==> src/rtl/spi_slave_pkg.sv <==
// Shared types and constants for the multi-lane SPI slave transmitter.
// Lane modes, FSM states, reset target and the bits-per-edge lookup.
package spi_slave_pkg;

  typedef enum logic [1:0] {
    SPI_STD  = 2'b00,
    SPI_DUAL = 2'b01,
    SPI_QUAD = 2'b10
  } spi_mode_e;

  typedef enum logic {
    ST_IDLE  = 1'b0,
    ST_SHIFT = 1'b1
  } spi_state_e;

  localparam int unsigned CNT_TRGT_RST = 7;
  localparam int unsigned NUM_LANES    = 4;

  function automatic int unsigned spi_bpe(spi_mode_e m);
    case (m)
      SPI_DUAL: return 2;
      SPI_QUAD: return 4;
      default:  return 1;
    endcase
  endfunction

  // Reserved encoding 2'b11 falls back to single-lane operation.
  function automatic spi_mode_e spi_mode_decode(logic [1:0] m);
    return (m == 2'b11) ? SPI_STD : spi_mode_e'(m);
  endfunction

endpackage

==> src/rtl/pulp_clock_cells.sv <==
// Behavioural models of the pulp clock inverter and 2:1 clock mux cells.
// Replaced by the technology cells at implementation.
module pulp_clock_inverter (
  input  logic clk_i,
  output logic clk_o
);
  assign clk_o = ~clk_i;
endmodule

module pulp_clock_mux2 (
  input  logic clk0_i,
  input  logic clk1_i,
  input  logic clk_sel_i,
  output logic clk_o
);
  assign clk_o = clk_sel_i ? clk1_i : clk0_i;
endmodule

==> src/rtl/spi_slave_tx_fifo.sv <==
// Prefetch FIFO for transmit words; read data is zero whenever empty so an
// underrun reload shifts out zeros. Pointers clear asynchronously on rst.
module spi_slave_tx_fifo #(
  parameter int unsigned DATA_W = 32,
  parameter int unsigned DEPTH  = 2
) (
  input  logic              clk,
  input  logic              rst,
  input  logic              push,
  input  logic              pop,
  input  logic [DATA_W-1:0] wdata,
  output logic [DATA_W-1:0] rdata,
  output logic              full,
  output logic              empty
);
  localparam int unsigned AW = $clog2(DEPTH);

  logic [DATA_W-1:0] mem [DEPTH];
  logic [AW:0]       wptr_q, rptr_q;

  // Extra pointer bit distinguishes full from empty.
  assign empty = (wptr_q == rptr_q);
  assign full  = (wptr_q[AW] != rptr_q[AW]) && (wptr_q[AW-1:0] == rptr_q[AW-1:0]);
  assign rdata = empty ? '0 : mem[rptr_q[AW-1:0]];

  always_ff @(posedge clk or posedge rst) begin
    if (rst) begin
      wptr_q <= '0;
      rptr_q <= '0;
    end else begin
      if (push && !full) wptr_q <= wptr_q + 1'b1;
      if (pop && !empty) rptr_q <= rptr_q + 1'b1;
    end
  end

  always_ff @(posedge clk) begin
    if (push && !full) mem[wptr_q[AW-1:0]] <= wdata;
  end

endmodule

==> src/rtl/spi_slave_tx_mq.sv <==
// SPI slave transmitter with single/dual/quad lanes, edge-counted transfers
// and a small prefetch buffer. Chip-select high acts as asynchronous reset.
module spi_slave_tx_mq
  import spi_slave_pkg::*;
#(
  parameter int unsigned DATA_W    = 32,
  parameter int unsigned CNT_W     = 8,
  parameter int unsigned BUF_DEPTH = 2
) (
  input  logic              sclk,
  input  logic              cs,
  input  logic              test_mode,
  input  logic [1:0]        mode_i,
  input  logic [CNT_W-1:0]  counter_in,
  input  logic              counter_in_upd,
  input  logic [DATA_W-1:0] data_i,
  input  logic              data_valid_i,
  output logic              data_ready_o,
  output logic [3:0]        sdo,
  output logic [3:0]        sdo_oe,
  output logic              done_o,
  output logic              underrun_o
);
  localparam int unsigned BEAT_W = $clog2(DATA_W);

  logic              sclk_n, sclk_test;
  spi_state_e        state_q, state_d;
  spi_mode_e         mode_q;
  logic [CNT_W-1:0]  counter_q, counter_trgt_q;
  logic [BEAT_W-1:0] beat_q, beat_last;
  logic [DATA_W-1:0] shreg_q, fifo_rdata;
  logic              underrun_q;
  logic              fifo_full, fifo_empty;
  logic              push, pop, last_edge, shift_en, reload;

  // Functional mode launches on the falling sclk edge; scan uses sclk as-is.
  pulp_clock_inverter i_clk_inv (.clk_i(sclk), .clk_o(sclk_n));
  pulp_clock_mux2 i_clk_mux (
    .clk0_i   (sclk_n),
    .clk1_i   (sclk),
    .clk_sel_i(test_mode),
    .clk_o    (sclk_test)
  );

  assign data_ready_o = !fifo_full && !cs;
  assign push         = data_valid_i && data_ready_o;
  assign last_edge    = (state_q == ST_SHIFT) && (counter_q == counter_trgt_q);
  assign shift_en     = (state_q == ST_SHIFT) && !last_edge && !counter_in_upd;
  assign beat_last    = BEAT_W'(DATA_W / spi_bpe(mode_q) - 1);
  assign reload       = shift_en && (beat_q == beat_last);
  assign pop          = counter_in_upd || reload;
  assign underrun_o   = underrun_q;

  spi_slave_tx_fifo #(.DATA_W(DATA_W), .DEPTH(BUF_DEPTH)) i_fifo (
    .clk  (sclk_test),
    .rst  (cs),
    .push (push),
    .pop  (pop),
    .wdata(data_i),
    .rdata(fifo_rdata),
    .full (fifo_full),
    .empty(fifo_empty)
  );

  always_ff @(posedge sclk_test or posedge cs) begin
    if (cs) state_q <= ST_IDLE;
    else    state_q <= state_d;
  end

  always_comb begin
    state_d = state_q;
    if (counter_in_upd) state_d = ST_SHIFT;
    else if (last_edge) state_d = ST_IDLE;
  end

  always_comb begin
    done_o = last_edge;
    sdo    = '0;
    sdo_oe = '0;
    if (state_q == ST_SHIFT) sdo_oe = 4'((32'd1 << spi_bpe(mode_q)) - 32'd1);
    case (mode_q)
      SPI_DUAL: sdo[1:0] = shreg_q[DATA_W-1 -: 2];
      SPI_QUAD: sdo      = shreg_q[DATA_W-1 -: 4];
      default:  sdo[0]   = shreg_q[DATA_W-1];
    endcase
  end

  always_ff @(posedge sclk_test or posedge cs) begin
    if (cs) begin
      counter_q      <= '0;
      counter_trgt_q <= CNT_W'(CNT_TRGT_RST);
      beat_q         <= '0;
      shreg_q        <= '0;
      mode_q         <= SPI_STD;
    end else if (counter_in_upd) begin
      counter_trgt_q <= counter_in;
      mode_q         <= spi_mode_decode(mode_i);
      counter_q      <= '0;
      beat_q         <= '0;
      shreg_q        <= fifo_rdata;
    end else if (last_edge) begin
      counter_q <= '0;
    end else if (shift_en) begin
      counter_q <= counter_q + 1'b1;
      if (reload) begin
        shreg_q <= fifo_rdata;
        beat_q  <= '0;
      end else begin
        beat_q <= beat_q + 1'b1;
        case (mode_q)
          SPI_DUAL: shreg_q <= {shreg_q[DATA_W-3:0], 2'b00};
          SPI_QUAD: shreg_q <= {shreg_q[DATA_W-5:0], 4'b0000};
          default:  shreg_q <= {shreg_q[DATA_W-2:0], 1'b0};
        endcase
      end
    end
  end

  // Empty pops (start or reload) leave a sticky flag until chip-select.
  always_ff @(posedge sclk_test or posedge cs) begin
    if (cs)                     underrun_q <= 1'b0;
    else if (pop && fifo_empty) underrun_q <= 1'b1;
  end

endmodule

==> config.mk <==
export PLATFORM = sky130hd
export DESIGN_NAME = spi_slave_tx_mq
export DESIGN_NICKNAME = d
export VERILOG_FILES = /design/src/rtl/spi_slave_pkg.sv /design/src/rtl/pulp_clock_cells.sv /design/src/rtl/spi_slave_tx_fifo.sv /design/src/rtl/spi_slave_tx_mq.sv
export SDC_FILE = /design/constraint.sdc
export NUM_CORES = 1
export LEC_CHECK = 0
export BUFFER_PORTS_ARGS = -buffer_cell sky130_fd_sc_hd__buf_2
export CORE_MARGIN = 2
export CORE_UTILIZATION = 61
export CTS_BUF_LIST = sky130_fd_sc_hd__clkbuf_16
export DETAILED_ROUTE_END_ITERATION = 7
export PLACE_DENSITY = 0.81
export SYNTH_ARGS = -nofsm -noshare
export SYNTH_HDL_FRONTEND = slang
export SYNTH_SLANG_ARGS = --single-unit
==> constraint.sdc <==
create_clock -name vclk -period 0.8
set_input_delay 0.04 -clock vclk [all_inputs]
set_output_delay 0.04 -clock vclk [all_outputs]
set_load 0.01 [all_outputs]
[Word level (Yosys, flattened, before mapping)]
Memories as Yosys holds them, arrays and structs flattened.
Index checks and enable logic that the tools add are counted.
Storage, ports and cells
  flip-flop bits (word level): 61
  latch bits: 0
  RAM bits: 64
  memory bits (read-only): 0
  bits of input ports: 47
  output and inout port bits: 11
  word-level logic and storage cells: 73
  memories: 1
Memory list
  i_fifo.mem: words 2, width 32, read ports 1, clocked after memory_dff 0, write ports 1, RTL line spi_slave_tx_fifo.sv:18  | logic [DATA_W-1:0] mem [DEPTH];
Cells by class
  add/subtract/negate cells: 6
  multiply operators: 0
  divide/modulo/power cells: 1
  magnitude comparators: 0
  eq/ne operators: 9
  shift operators: 1
  mux-type cells: 25
  bitwise operators: 1
  reduce and logical (&&, ||, !) cells: 20
Operator list (count)
  2-to-1 mux 32 bit: 6
  one-hot mux 32 bit (2 select lines): 1
  divider 6 x 32 -> 32 bit, first input constant: 1
  << shifter 1 x 32 -> 4 bit, first input constant: 1
  2-to-1 mux 8 bit: 3
  2-to-1 mux 5 bit: 4
  logical AND 1 bit: 10
  adder 8 x 1 -> 8 bit, second input constant: 1
  == test 8 bit: 1
  one-hot mux 3 bit (2 select lines): 1
  adder 5 x 1 -> 5 bit, second input constant: 1
  == test 5 bit: 1
  zero test 1 bit: 5
  2-to-1 mux 1 bit: 5
  subtractor 5 x 1 -> 5 bit, second input constant: 1
  adder 2 x 1 -> 2 bit, second input constant: 2
  == test 2 bit, second input constant: 2
  2-to-1 mux 2 bit: 2
  2-to-1 mux 4 bit: 1
  one-hot mux 1 bit (2 select lines): 2
  nonzero test 2 bit: 2
  subtractor 4 x 1 -> 4 bit, second input constant: 1
  nonzero test 3 bit: 1
  == test 2 x 1 -> 1 bit, second input constant: 1
  other kinds (7): 7

[Logic depth before layout (Yosys ltp)]
Gate-level depths: netlist (run 1).
  word-level depth: 10
  mapped depth: 10
  mapped depth without buffers: 7

[Modules after synthesis]
From an unflattened synthesis (run 1), not the netlist that was laid out.
Unflattened totals
  cell total of the unflattened synthesis: 514
  area, all modules: 6349.8 um2
By module, submodules not included
  spi_slave_tx_mq: instances 1, cells an instance 350, area each 3651.0 um2, sequential area each 1430.1 um2
  spi_slave_tx_fifo: instances 1, cells an instance 162, area each 2680.1 um2, sequential area each 2021.9 um2
  pulp_clock_mux2: instances 1, cells an instance 1, area each 15.0 um2, sequential area each 0.0 um2
  pulp_clock_inverter: instances 1, cells an instance 1, area each 3.8 um2, sequential area each 0.0 um2

==> results.toml, run 1 <==
[logic_synthesis]
yosysWarnings = 0
syn-num-nets = 528
synth_top_area_share_pct = 31.7
synth.area.top_cells = "edfxtp_1 (32%), dfrtp_1 (24%), mux2_4 (6.9%)"
ys_seq_area_share_pct = 56.9
syn_avg_cell_area_um2 = 12.8
syn-cell-area_um2 = 6070
synth_seq_cells = 125
async_reset_ff_share_pct = 48.8
synth.distinct_cells = 50
synth-main-ff-cell = "edfxtp_1"
netlist_instances = 475
synth_top_cell_by_area = "edfxtp_1"
synth_edf_count = 64

[min_path]
hold_end = "data_ready_o"
hold_path_startpoint = "cs"
holdPathStages = 3
min_path_type = "input pin to primary output"

[drt]
routed_wl_mm = 10.6
drt-initial-drc-count = 205
firstDrtPassIters = 5
vias = 3872
wire_per_inst_um = 16.7
post-route-drc-count = 0
ant_nets = 0
viasPerCell = 6.09

[cells_and_area]
area_delta_synth_final_pct = 4.87
nets = 558
antennaDiodeCount = 0
design_area_um2 = 6360
drive_above_1_share_pct = 24.5
fin_util_pct = 65.4

[floorplan]
die_y_um = 104
io_pins = 58
die_w_um = 104
core_area_um2 = 9730
die_area_um2 = 10800
rows = 36
initial_core_util_pct = 62.3

[timing]
unconstrained_endpoints = 199
setup_viol = 0
setup_tns_ns = 0
hold_violations = 0
relSlewSlack_pct = 16.3
period_needed_ns = 0.538
maxSlewViolCount = 0
timing.fmax_mhz = 1860
unclocked_pins = 125
worst_pin_slew_ns = 1.25
period_share_pct = 67.3
rsz0062_at_grt = "false"

[placement]
dp_hpwl_mm = 7.14
gp_congestion = 0.785
post_dp_cell_area_um2 = 6360
portBuffers = 58

[global_routing]
antenna_found_initial = 0
grt_pass1_wl_mm = 17.9
gr-total-overflow = 0
track_usage_pct = 19.6
grt_max_degree = 80
grt_pass1_vias = 3794

[clocking]
cts_hold_buf = 0
post-cts-setup-buffer-count = 0
cts_resized = 0

[critical_path]
crit_path_cell_trace = "buf_2, a21oi_1, buf_2"
end_kind = "primary output"
critical_path.slowest_cell = "a21oi_1"
path_class = "input pin to primary output"
cpPeakStageDelay_ns = 0.18
crit_family = "buffers and inverters"
start_kind = "input pin"
crit_top_cell = "buf_2"
worst-path-buf-inv = 2
cp.arrival_ns = 0.50
crit_fanout = 3
cp.required_ns = 0.76

[power]
ir_drop_mv = 0.584
power.leakage_nw = 2.63
power.density_nw_per_um2 = 372

[run_status]
outcome = "finished, final reports clean"

[flow_run]
cap_violations = 0
==> power breakdown <==
part / switching (W) / total [W] / internal, W
sequential: 0.000164 / 0.00108 / 0.000921
combinational: 0.000751 / 0.00128 / 0.000530
clock: 0 / 0 / 0
total: 0.000915 / 0.00237 / 0.00145
==> state kept, by name, indices dropped and copies added (netlist names) <==
register	count
i_fifo.rptr_q	2
state_q	1
beat_q	5
i_fifo.mem	64
i_fifo.wptr_q	2
shreg_q	32
counter_q	8
counter_trgt_q	8
mode_q	2
underrun_o	1
==> cells in the mapped netlist, types with 2 or more instances <==
master,count
nand3_1,8
edfxtp_1,64
o22ai_1,33
and2_1,4
dfrtp_1,58
nor4_2,2
mux2_2,13
a22o_1,3
buf_12,3
xnor2_1,5
buf_2,8
inv_1,8
buf_1,4
xor2_1,12
nor2_1,34
a22oi_1,32
o21ai_0,7
or4_1,4
clkbuf_1,16
a21oi_1,29
a31oi_1,8
o211ai_1,4
buf_6,2
nand2_1,11
and3_1,6
buf_4,2
dfstp_2,3
or3_1,3
nor2b_1,4
ha_1,6
and3_2,2
mux2_4,28
mux2i_1,32
==> worst max path at each step <==
stage,startpoint,end,slack (ns),cells past startpoint
global route,cs,data_ready_o,0.20,3
global placement,cs,data_ready_o,0.29,3
finish,cs,data_ready_o,0.26,3
CTS,cs,data_ready_o,0.28,3
detailed placement,cs,data_ready_o,0.28,3
floorplan,cs,data_ready_o,0.46,1
==> logic make-up after synthesis <==
logic type               after synthesis  synth area share, %
flip-flops                           125                 56.9
XOR/XNOR                              17                 2.45
buffers and inverters                 45                 4.23
adder cells (fa/ha/maj)                6                 1.24
AND/OR/NAND/NOR                       83                 6.97
multiplexers                          73                 14.6
AO/OA/AOI/OAI                        126                 13.6
==> final cells by class <==
cell class	count	area, um^2
tap	133	166
inverter	9	36.3
sequential	125	3450
multi-input combinational	305	2370
fill	762	3370
timing repair buffer	64	335
==> metrics by stage <==
step | instances | setup slack, ns | total power [W] | hold slack, ns
finish | 636 | 0.262 | 0.00237 | 0.363
global route | 636 | 0.204 | 0.00253 | 0.391
CTS | 636 | 0.276 | 0.00238 | 0.360
detailed placement | 636 | 0.280 | 0.00238 | 0.359
global placement | 636 | 0.291 | 0.00231 | 0.354
floorplan | 475 | 0.464 | 0.00204 | 0.136
==> cell usage in the layout, fill, tap and decap left out, types with 4 or more instances in the layout <==
cell	count
a21oi_1	29
a22oi_1	32
a31oi_1	8
and2_1	4
and3_1	6
buf_2	58
buf_4	6
dfrtp_1	57
edfxtp_1	64
ha_1	5
inv_1	7
mux2_2	13
mux2_4	28
mux2i_1	32
nand2_1	11
nand3_1	8
nor2_1	33
nor2b_1	4
o211ai_1	4
o21ai_0	7
o22ai_1	33
or4_1	4
xnor2_1	4
xor2_1	12
==> layer usage <==
layer	vias to the layer above	global-route usage, %	share of wire [%]
li1	1846	-	-
met2	95	36.1	52
met4	0	1.64	0.54
met3	4	0.503	3.6
met5	-	0	0
met1	1927	27.4	44
(Power assumes the default switching activity.)
==> inputs of run 2 (changes only) <==
--- a/config.mk
+++ b/config.mk
@@ -7,10 +7,10 @@
 export LEC_CHECK = 0
 export BUFFER_PORTS_ARGS = -buffer_cell sky130_fd_sc_hd__buf_2
 export CORE_MARGIN = 2
-export CORE_UTILIZATION = 61
+export CORE_UTILIZATION = 59
 export CTS_BUF_LIST = sky130_fd_sc_hd__clkbuf_16
 export DETAILED_ROUTE_END_ITERATION = 7
-export PLACE_DENSITY = 0.81
+export PLACE_DENSITY = 0.78
 export SYNTH_ARGS = -nofsm -noshare
 export SYNTH_HDL_FRONTEND = slang
 export SYNTH_SLANG_ARGS = --single-unit
==> run 2 against run 1 <==
Against the previous run:
- fmax shrank 2.1%
- power grew 0.44%
- design area grew 0.18%
- largest cell class unchanged
- highest routed layer unchanged
==> results.toml, run 2 (synthesized netlist as in run 1, its figures left out) <==
[flow_run]
cap_violations = 0

[critical_path]
crit_path_cell_trace = "buf_2, a21oi_1, buf_2"
cpPeakStageDelay_ns = 0.19
cp-startpoint = "cs"
start_kind = "input pin"
end_kind = "primary output"
crit_fanout = 3
critical_path.slowest_cell = "a21oi_1"
cp.arrival_ns = 0.51
path_class = "input pin to primary output"
cp.required_ns = 0.76
crit_top_cell = "buf_2"

[timing]
setup_ws_ns = 0.250
setup_tns_ns = 0
unconstrained_endpoints = 199
setup_viol = 0
rsz0062_at_grt = "false"
relSlewSlack_pct = 14.4
unclocked_pins = 125
period_share_pct = 68.7
worst_pin_slew_ns = 1.28
period_needed_ns = 0.550
timing.fmax_mhz = 1820
maxSlewViolCount = 0
hold_violations = 0

[power]
power_switching_w = 0.000920
clkPwrFrac_pct = 0
power.leakage_nw = 2.63
ir_drop_mv = 0.543
seqPwrFrac_pct = 45.6
power.density_nw_per_um2 = 373
intPower_w = 0.00146
power.share.combinational_pct = 54.4
p_sw_share_pct = 38.7

[cells_and_area]
area_delta_synth_final_pct = 5.05
antennaDiodeCount = 0
drive_above_1_share_pct = 24.6
nets = 559
final_common_cell = "edfxtp_1"
layout_common_cells = "edfxtp_1 (64), buf_2 (58), dfrtp_1 (57), nor2_1 (33), o22ai_1 (33)"
final_cells = 640
largest_reg_flops = 64

[floorplan]
die_y_um = 105
initial_core_util_pct = 59.8
core_area_um2 = 10100
rows = 37
die_area_um2 = 11100
die_w_um = 105
io_pins = 58

[global_routing]
gr-total-overflow = 0
grt_pass1_vias = 3716
grt_max_degree = 84
antenna_found_initial = 0
track_usage_pct = 19.2
grt_pass1_wl_mm = 18.0

[drt]
routed_wl_mm = 10.8
post-route-drc-count = 0
viasPerCell = 5.99
ant_nets = 0
drt-initial-drc-count = 220
wire_per_inst_um = 16.8
firstDrtPassIters = 4
vias = 3835

[min_path]
holdPathStages = 3
hold_path_startpoint = "cs"
min_path_type = "input pin to primary output"

[run_status]
outcome = "finished, final reports clean"

[placement]
portBuffers = 58
dp_cells = 640
dp_slack_ns = 0.254
gp_congestion = 0.775
dp_hpwl_mm = 7.15

[clocking]
cts_hold_buf = 0
cts_resized = 0
post-cts-setup-buffer-count = 0
run 2: worst max-delay path: cells and delay by family:
| kind | cells | cell delay [ns] |
|---|---|---|
| AOI/OAI and AO/OA | 1 | 0.19 |
| buffers and inverters | 2 | 0.28 |
run 2: worst paths after layout:
check            to  slack, ns
min    data_ready_o       0.37
max    data_ready_o       0.25
run 2: layer usage:
layer	up-vias	wire length (um)	track usage (%)	share of wire [%]
li1	1851	-	-	-
met1	1911	4930	27.6	46
met2	67	5500	34.7	51
met3	6	263	0.557	2.4
met4	0	55	0.857	0.51
met5	-	0	0	0
run 2: cell type report:
cell class,count,area (um^2)
flip-flops and latches,125,3450
repair buffers,65,343
multi-input cells,305,2370
fillers,795,3770
inverters,9,36.3
well taps,136,170
run 2: stage by stage:
step / total power [W] / hold WS (ns) / util, % / cell area (um^2)
after global placement: 0.00232 / 0.354 / 62.9 / 6370
after CTS: 0.00239 / 0.370 / 62.9 / 6370
after detailed placement: 0.00239 / 0.371 / 62.9 / 6370
final: 0.00238 / 0.369 / 62.9 / 6370
after floorplan: 0.00204 / 0.136 / - / 6070
after global routing: 0.00254 / 0.383 / 62.9 / 6370
run 2: power groups by stage:
stage          Combinational [W]  Clock [W]  Sequential (W)
4_1_cts                  0.00131          0         0.00109
3_3_place_gp             0.00125          0         0.00107
2_1_floorplan           0.000960          0         0.00108
3_5_place_dp             0.00130          0         0.00108
5_1_grt                  0.00143          0         0.00111
6_report                 0.00129          0         0.00108
